$ cat config.mk
export PLATFORM = sky130hd
export DESIGN_NAME = audio_multichan_out
export DESIGN_NICKNAME = d
export VERILOG_FILES = /design/src/rtl/audio_out_pkg.sv /design/src/rtl/audio_sample_fifo.sv /design/src/rtl/audio_multichan_out.sv
export SDC_FILE = /design/constraint.sdc
export NUM_CORES = 1
export LEC_CHECK = 0
export CAP_MARGIN = 20
export CORE_MARGIN = 2
export CORE_UTILIZATION = 60
export DETAILED_ROUTE_END_ITERATION = 12
export PLACE_DENSITY = 0.79
export SETUP_SLACK_MARGIN = 0.5
export SLEW_MARGIN = 20
export SYNTH_ARGS = -nofsm -noshare
export SYNTH_HDL_FRONTEND = slang
export SYNTH_HIERARCHICAL = 1
export SYNTH_SLANG_ARGS = --single-unit
$ cat constraint.sdc
create_clock -name clk_audio -period 3.1 [get_ports clk_audio]
set_clock_uncertainty 0.15 [all_clocks]
set_input_delay 0.465 -clock clk_audio [delete_from_list [all_inputs] [get_ports clk_audio]]
set_output_delay 0.465 -clock clk_audio [all_outputs]
set_load 0.03 [all_outputs]
$ cat src/rtl/audio_out_pkg.sv
// Shared types and constants for the PCM output path (stereo and multichannel).
package audio_out_pkg;

    // Modulation scheme applied to every channel for the current sample.
    typedef enum logic {
        MODE_PWM = 1'b0,
        MODE_DSM = 1'b1
    } mode_e;

    // Defaults shared with the stereo output stage.
    localparam int DEFAULT_WIDTH    = 8;
    localparam int DEFAULT_CHANNELS = 2;

    // Ceiling log2, used to size FIFO pointers, counts and the repeat counter.
    function automatic int clog2(input int value);
        int result;
        result = 0;
        for (int i = 0; i < 31; i++) begin
            if ((1 << i) < value) result = i + 1;
        end
        return result;
    endfunction

endpackage

$ cat src/rtl/audio_sample_fifo.sv
// Single-clock show-ahead FIFO holding whole PCM frames.
module audio_sample_fifo
    import audio_out_pkg::*;
#(
    parameter int DEPTH  = 4,
    parameter int DATA_W = DEFAULT_CHANNELS * DEFAULT_WIDTH
) (
    input  logic                   clk_audio,
    input  logic                   aclr,
    input  logic                   push,
    input  logic                   pop,
    input  logic [DATA_W-1:0]      din,
    output logic [DATA_W-1:0]      dout,
    output logic                   full,
    output logic                   empty,
    output logic [clog2(DEPTH):0]  count
);

    localparam int                PTR_W   = clog2(DEPTH);
    localparam logic [PTR_W:0]    DEPTH_C = DEPTH[PTR_W:0];

    logic [DATA_W-1:0] mem [DEPTH];
    logic [PTR_W-1:0]  wr_ptr;
    logic [PTR_W-1:0]  rd_ptr;
    logic              do_push;
    logic              do_pop;

    // A pop frees a slot in the same cycle, so a full FIFO still accepts a push then.
    assign do_pop  = pop && !empty;
    assign do_push = push && (!full || do_pop);

    assign full  = (count == DEPTH_C);
    assign empty = (count == '0);
    assign dout  = mem[rd_ptr];

    // Frame storage; DEPTH is a power of two so pointers wrap naturally.
    // NOTE: the storage array has no reset; only pointers and count need one, and
    // leaving it out keeps it mappable to plain RAM/register-file cells.
    always_ff @(posedge clk_audio) begin
        if (do_push) mem[wr_ptr] <= din;
    end

    // Pointer and occupancy bookkeeping.
    // NOTE: sequential state uses non-blocking assignments so every register
    // samples pre-edge values regardless of statement order.
    always_ff @(posedge clk_audio or negedge aclr) begin
        if (!aclr) begin
            wr_ptr <= '0;
            rd_ptr <= '0;
            count  <= '0;
        end else begin
            if (do_push) wr_ptr <= wr_ptr + 1'b1;
            if (do_pop)  rd_ptr <= rd_ptr + 1'b1;
            case ({do_push, do_pop})
                2'b10:   count <= count + 1'b1;
                2'b01:   count <= count - 1'b1;
                default: count <= count;
            endcase
        end
    end

endmodule

$ cat src/rtl/audio_multichan_out.sv
// N-channel PCM output stage: frame FIFO, shared sample timebase and
// per-channel PWM / first-order delta-sigma modulators.
module audio_multichan_out
    import audio_out_pkg::*;
#(
    parameter int CHANNELS = DEFAULT_CHANNELS,
    parameter int WIDTH    = DEFAULT_WIDTH,
    parameter int DEPTH    = 4,
    parameter int REPEAT   = 1
) (
    input  logic                      clk_audio,
    input  logic                      aclr,
    input  logic                      pcm_rdy,
    input  logic [CHANNELS*WIDTH-1:0] pcm,
    input  logic                      mode,
    output logic [CHANNELS-1:0]       out,
    output logic                      fifo_full,
    output logic                      fifo_empty,
    output logic                      overflow,
    output logic                      underrun
);

    localparam int                 FRAME_W  = CHANNELS * WIDTH;
    localparam int                 CNT_W    = clog2(DEPTH) + 1;
    localparam logic [CNT_W-1:0]   DEPTH_C  = DEPTH[CNT_W-1:0];
    localparam int                 REP_W    = (REPEAT > 1) ? clog2(REPEAT) : 1;
    localparam logic [REP_W-1:0]   REP_LAST = REP_W'(REPEAT - 1);

    logic [WIDTH-1:0]   cnt;
    logic [REP_W-1:0]   rep;
    logic               boundary;
    logic               mode_change;
    logic               push_drop;
    logic [FRAME_W-1:0] fifo_dout;
    logic [CNT_W-1:0]   fifo_count;
    logic [FRAME_W-1:0] sample_q;
    mode_e              mode_q;

    assign boundary    = (&cnt) && (rep == REP_LAST);
    assign mode_change = boundary && (mode_e'(mode) != mode_q);
    // A frame arriving while full survives only if the boundary pops one out.
    assign push_drop   = pcm_rdy && (fifo_count == DEPTH_C) && !boundary;

    audio_sample_fifo #(
        .DEPTH  (DEPTH),
        .DATA_W (FRAME_W)
    ) u_fifo (
        .clk_audio (clk_audio),
        .aclr      (aclr),
        .push      (pcm_rdy),
        .pop       (boundary),
        .din       (pcm),
        .dout      (fifo_dout),
        .full      (fifo_full),
        .empty     (fifo_empty),
        .count     (fifo_count)
    );

    // Phase counter spans one PWM period; repeat counter stretches a sample over REPEAT periods.
    always_ff @(posedge clk_audio or negedge aclr) begin
        if (!aclr) begin
            cnt <= '0;
            rep <= '0;
        end else begin
            cnt <= cnt + 1'b1;
            if (&cnt) rep <= (rep == REP_LAST) ? '0 : rep + 1'b1;
        end
    end

    // Sample boundary: take the next frame (or hold on underrun), latch mode, track sticky flags.
    always_ff @(posedge clk_audio or negedge aclr) begin
        if (!aclr) begin
            sample_q <= '0;
            mode_q   <= MODE_PWM;
            overflow <= 1'b0;
            underrun <= 1'b0;
        end else begin
            if (boundary) begin
                mode_q <= mode_e'(mode);
                if (!fifo_empty) sample_q <= fifo_dout;
            end
            if (push_drop)               overflow <= 1'b1;
            if (boundary && fifo_empty)  underrun <= 1'b1;
        end
    end

    for (genvar c = 0; c < CHANNELS; c++) begin : g_chan
        logic [WIDTH-1:0] smp;
        logic [WIDTH-1:0] acc;
        logic [WIDTH:0]   sum;
        logic             out_q;

        // Channel 0 occupies the most significant slice of the frame.
        assign smp    = sample_q[(CHANNELS-1-c)*WIDTH +: WIDTH];
        // Only the low WIDTH bits of the accumulator feed back, so the carry is not stored.
        assign sum    = {1'b0, acc} + {1'b0, smp};
        assign out[c] = out_q;

        // Modulator: PWM compare against the phase, or delta-sigma carry; cleared on a mode switch.
        always_ff @(posedge clk_audio or negedge aclr) begin
            if (!aclr) begin
                acc   <= '0;
                out_q <= 1'b0;
            end else begin
                acc   <= mode_change ? '0 : sum[WIDTH-1:0];
                out_q <= (mode_q == MODE_PWM) ? (cnt < smp) : sum[WIDTH];
            end
        end
    end

endmodule
# --- After elaboration in Yosys (flattened, before gate mapping) ---
# Memories as Yosys holds them, arrays and structs flattened. A register that Yosys moved wholly into a read port is not among the register bits.
# Cells that the tools add are included.
totals:
  ramBits: 64
  inputBits: 20
  ff_bits: 37
  n_memories: 1
  output_inout_bits: 6
  word_cells: 53
op_classes:
  reduce_logical: 16
  bitwise_logic: 2
  n_addsub: 8
  magnitude_cmp: 2
  n_mux: 8
  eq_ne: 4
memory_table:
  columns: ["name", "words", "width", "rd", "rd_clocked_by_memory_dff", "write_ports", "line_no", "rtl"]
  rows:
  - ["u_fifo.mem", 4, 16, 1, 1, 1, "audio_sample_fifo.sv:22", "logic [DATA_W-1:0] mem [DEPTH];"]
op_table:
  columns: ["operator", "count"]
  rows:
  - ["adder 8 x 8 -> 9 bit", 2]
  - ["< comparator 8 bit", 2]
  - ["two-way mux 8 bit", 2]
  - ["adder 8 x 1 -> 8 bit, second input constant", 1]
  - ["AND reduction 8 bit", 1]
  - ["logical AND 1 bit", 7]
  - ["one-hot mux 3 bit (2 select lines)", 1]
  - ["two-way mux 1 bit", 5]
  - ["adder 2 x 1 -> 2 bit, second input constant", 2]
  - ["logical NOT 1 bit", 4]
  - ["adder 3 x 1 -> 3 bit, second input constant", 1]
  - ["== test 3 bit, second input constant", 1]
  - ["logical NOT 3 bit", 1]
  - ["subtractor 3 x 1 -> 3 bit, second input constant", 1]
  - ["== test 2 x 1 -> 1 bit, second input constant", 1]
  - ["== test 2 bit, second input constant", 1]
  - ["NOT 1 bit", 2]
  - ["AND reduction 2 bit", 1]
  - ["nonzero test 2 bit", 1]
  - ["adder 1 bit, second input constant", 1]
  - ["logical OR 1 bit", 1]
  - ["inequality test 1 bit", 1]

# --- Longest topological paths before layout ---
logic_depth:
  depth_word: 7
  mapped_depth: 11
  depth_no_buf: 11

# --- By module ---
# The synthesis kept the hierarchy.
by_module_without_submodules:
  columns: ["module", "cells_per_inst", "area_per_inst_um2", "seq_area_each_um2", "instances"]
  rows:
  - ["audio_sample_fifo", 122, 2741.4, 2097.0, 1]
  - ["audio_multichan_out", 258, 2587.5, 1126.1, 1]

# --- Worst setup path before layout ---
# No wires, ideal clock.
synth_timing:
  path_kind: "reg2reg"
  start: "register cnt[1]"
  end: "register u_fifo.count[2]"
  t_required_ns: 2.871
  stages_incl_launch_ff: 11
  t_arrival_ns: 2.388
  setup_slack_ns: 0.483
  n_path_buf: 0
  setup_time_ns: 0.079
  synth_period_minus_slack_ns: 2.617
  path_cell_list: "dfrtp_1 ha_1 nand2_1 nor3_1 o31a_2 ha_1 inv_1 fa_1 xor2_1 nor2_1 xor2_1"
synth_via:
  elab_chain_cells: 7
  word_cells_on_any_way: 9
  classes_between: "2 x eq/ne; 1 x mux; 6 x reduce/logical"
synth_lines:
  columns: ["item", "line_no", "rtl"]
  rows:
  - ["from (decl)", "audio_multichan_out.sv:29", "logic [WIDTH-1:0] cnt;"]
  - ["from (signal assigned)", "audio_multichan_out.sv:65", "cnt <= cnt + 1'b1;"]
  - ["AND reduction 8 bit *", "audio_multichan_out.sv:39", "assign boundary = (&cnt) && (rep == REP_LAST);"]
  - ["logical AND 1 bit *", "audio_multichan_out.sv:39", null]
  - ["named net boundary", "audio_multichan_out.sv:31", "logic boundary;"]
  - ["logical AND 1 bit *", "audio_sample_fifo.sv:29", "assign do_pop = pop && !empty;"]
  - ["named net u_fifo.do_pop", "audio_sample_fifo.sv:26", "logic do_pop;"]
  - ["logical OR 1 bit", "audio_sample_fifo.sv:30", "assign do_push = push && (!full || do_pop);"]
  - ["logical AND 1 bit", "audio_sample_fifo.sv:30", null]
  - ["== test 2 x 1 -> 1 bit / == test 2 bit (equally long branches)", "audio_sample_fifo.sv:54", "case ({do_push, do_pop})"]
  - ["one-hot mux 3 bit (2 select lines) / nonzero test 2 bit (equally long branches)", null, null]
  - ["to (signal assigned)", "audio_sample_fifo.sv:55", "2'b10: count <= count + 1'b1;"]
  - ["to (signal assigned)", "audio_sample_fifo.sv:56", "2'b01: count <= count - 1'b1;"]
  - ["to (signal assigned)", "audio_sample_fifo.sv:57", "default: count <= count;"]
  - ["to (decl)", "audio_sample_fifo.sv:16", "output logic [clog2(DEPTH):0] count"]
# Mark *: on every way through the listed nets, which the timed path passes. The rest lies on a longest branch.
# A chain may end at the register's enable or synchronous reset.

# --- Final worst setup path ---
layout_timing:
  start: "register cnt[0]"
  end: "register u_fifo.count[2]"
layout_via:
  elab_chain_cells: 7
  word_cells_on_any_way: 9
  classes_between: "2 x eq/ne; 1 x mux; 6 x reduce/logical"
layout_lines:
  columns: ["item", "line_no"]
  rows:
  - ["AND reduction 8 bit *", "audio_multichan_out.sv:39"]
  - ["logical AND 1 bit *", "audio_multichan_out.sv:39"]
  - ["named net boundary", "audio_multichan_out.sv:31"]
  - ["logical AND 1 bit *", "audio_sample_fifo.sv:29"]
  - ["logical OR 1 bit", "audio_sample_fifo.sv:30"]
  - ["logical AND 1 bit", "audio_sample_fifo.sv:30"]
  - ["== test 2 x 1 -> 1 bit / == test 2 bit (equally long branches)", "audio_sample_fifo.sv:54"]
  - ["one-hot mux 3 bit (2 select lines) / nonzero test 2 bit (equally long branches)", null]
# Marks and branches as above.

==> metrics.csv <==
metric,value,unit
status,"complete, no violations",
slew_headroom,43.0,%
ys_seq_area_share,60.5,%
drtPass1Iterations,4,
dpl.hpwl,6520,um
layout-drive-gt1-share,19.0,%
tns,0,ns
die_w,98.2,um
coreArea,8680,um^2
multiInputGateArea,1990,um^2
drv_cap,0,
synth_warnings,6,
synth.top_cell.area_share,36.1,%
overflow,0,
path_clk_slew,0.06,ns
ir_drop,0.000482,V
syn_area_per_cell,14.0,um^2
cts_buffers,17,
vias,3148,
final_antenna_net_count,0,
post-place-ws,0.277,ns
seq_area,3230,um^2
dieArea,9650,um^2
leakagePower,2.63,nW
yosysMostFrequentCell,edfxtp_1,
diodes,0,
io_pins,26,
cts.sinks,116,
synth_common_cells,"64 x edfxtp_1, 52 x dfrtp_1, 36 x ha_1",
clock_path_buffers,2,
synth_area_leaders,"edfxtp_1 36%, dfrtp_1 24%, ha_1 8.5%",
grt_pass1_wl,16400,um
hold_viol_final,0,
path_class,register to register,
ys.flop_type,edfxtp_1,
antenna_found_initial,0,
synth_edf_count,64,
setup_viol,0,
wl_per_cell,18.1,um
ys_ff_latch,116,
drt_iter0_markers,199,
clk_latency,0.51,ns
ys_types,45,
reg2reg_slack,0.59,ns
syn_inst,380,
grt_util_all_layers,22.6,%
via_per_inst,5.73,
worstPathArrival,2.80,ns
required,3.38,ns
syn_to_final_growth,20.1,%
fin_nets,487,
critPathCaptureType,register,
yosys.area.top_type,edfxtp_1,
portBuffers,25,
first_global_vias,3308,
max_slew.worst_pin.slew,0.855,ns
crit_fanout,7,
period_needed,2.51,ns
wirelength,9940,um
die_y,98.2,um
holdWs,0.301,ns
route.detailed.drc,0,
layout_worst_path_cycle_share,81.1,%
start_util,61.4,%
crit_path_start_kind,register,
syn-cell-area,5330,um^2
cts-root-buf,clkbuf_8,
cts_tree,yes,
fmax,398,MHz
hold_class,register to register,
slew_violations,0,
setup_ws,0.585,ns
rsz0062_at_grt,false,
cts_htree_levels,4,
power_density,684,nW/um^2
syn_nets,439,
grt_max_degree,31,
gp_congestion,0.833,
synthArstFlopShare,44.8,%
rows,34,
fillers,529,
## worst paths after layout
path,from,endpoint,cells after the start
setup / recovery,cnt[0],u_fifo/count[2],12
hold reg to reg,underrun,underrun,1
min in group asynchronous,aclr,g_chan[1].acc[5],2
setup reg to reg,cnt[0],u_fifo/count[2],12
hold / removal,underrun,underrun,1
max in group asynchronous,aclr,sample_q[11],3
## worst max-delay path: stages (launching register included)
cell     delay (ns)
dfrtp_2        0.44
ha_4           0.19
nand2_4        0.10
nor3_4         0.06
buf_4          0.14
o21a_4         0.24
inv_1          0.06
ha_1           0.18
inv_1          0.06
fa_1           0.37
xor2_1         0.16
nor2_1         0.13
xor2_1         0.15
## state kept, by name (all words and copies together) (netlist names)
signal and flops:
g_chan.out_q 2, u_fifo/wr_ptr 2, mode_q 1, u_fifo/mem 64
underrun 1, u_fifo/rd_ptr 2, g_chan.acc 16, u_fifo/count 3
sample_q 16, cnt 8, overflow 1
## per-stage QoR
stage	cell area (um^2)	utilization, %	std cells	power, mW
floorplan	5330	-	380	2.26
global placement	5730	66.0	511	2.42
detailed placement	5730	66.0	511	2.46
CTS	6350	73.2	545	4.43
global route	6400	73.8	549	4.55
finish	6400	73.8	549	4.38
## final cells by class
type,instances,share of cell area (%)
inverters,26,1.52
clock buffers,18,6.53
well taps,108,2.11
repair buffers,40,5.65
multi-input cells,227,31.1
clock inverters,14,2.76
flip-flops and latches,116,50.4
## routing by layer
| layer | GRT usage, % | vias to the layer above | share of wire, % |
|---|---|---|---|
| li1 | - | 1491 | - |
| met1 | 28.8 | 1582 | 44 |
| met2 | 37.4 | 69 | 52 |
| met3 | 5.73 | 6 | 3.6 |
| met4 | 9.80 | 0 | 1.0 |
| met5 | 0 | - | 0 |
## cell usage in the layout, fill, tap and decap left out, types with 16 or more instances in the layout
| cell type | n |
|---|---|
| edfxtp_1 | 64 |
| dfrtp_1 | 50 |
| ha_1 | 35 |
| inv_1 | 26 |
| o21ai_0 | 25 |
| nand2_1 | 23 |
| clkdlybuf4s50_1 | 22 |
| nor2_1 | 19 |
| clkbuf_16 | 16 |
| mux4_2 | 16 |
## kinds of logic after synthesis
family,after synthesis,synth area share [%]
DFF,116,60.5
AOI/OAI and AO/OA,64,7.70
adders and majority gates,39,9.58
buffers and inverters,37,3.05
muxes,24,8.50
and+or+nand+nor,83,7.89
xor gates and xnor gates,17,2.79
## timing repair
| item | in CTS | in global routing |
|---|---|---|
| hold endpoints to repair | 28 | 0 |
| hold buffers | 1 | 0 |
| pin swaps | 1 | 1 |
| setup endpoints to repair | 4 | 2 |
| cloned | 0 | 0 |
| resized for setup | 4 | 6 |
| setup buffers | 1 | 4 |
## report_power, final
part           switching [mW]  internal, mW  leakage, nW
clock network           0.717          1.23        0.287
registers              0.0924          1.87         1.25
logic                   0.278         0.191         1.09
(Power assumes the default switching activity.)
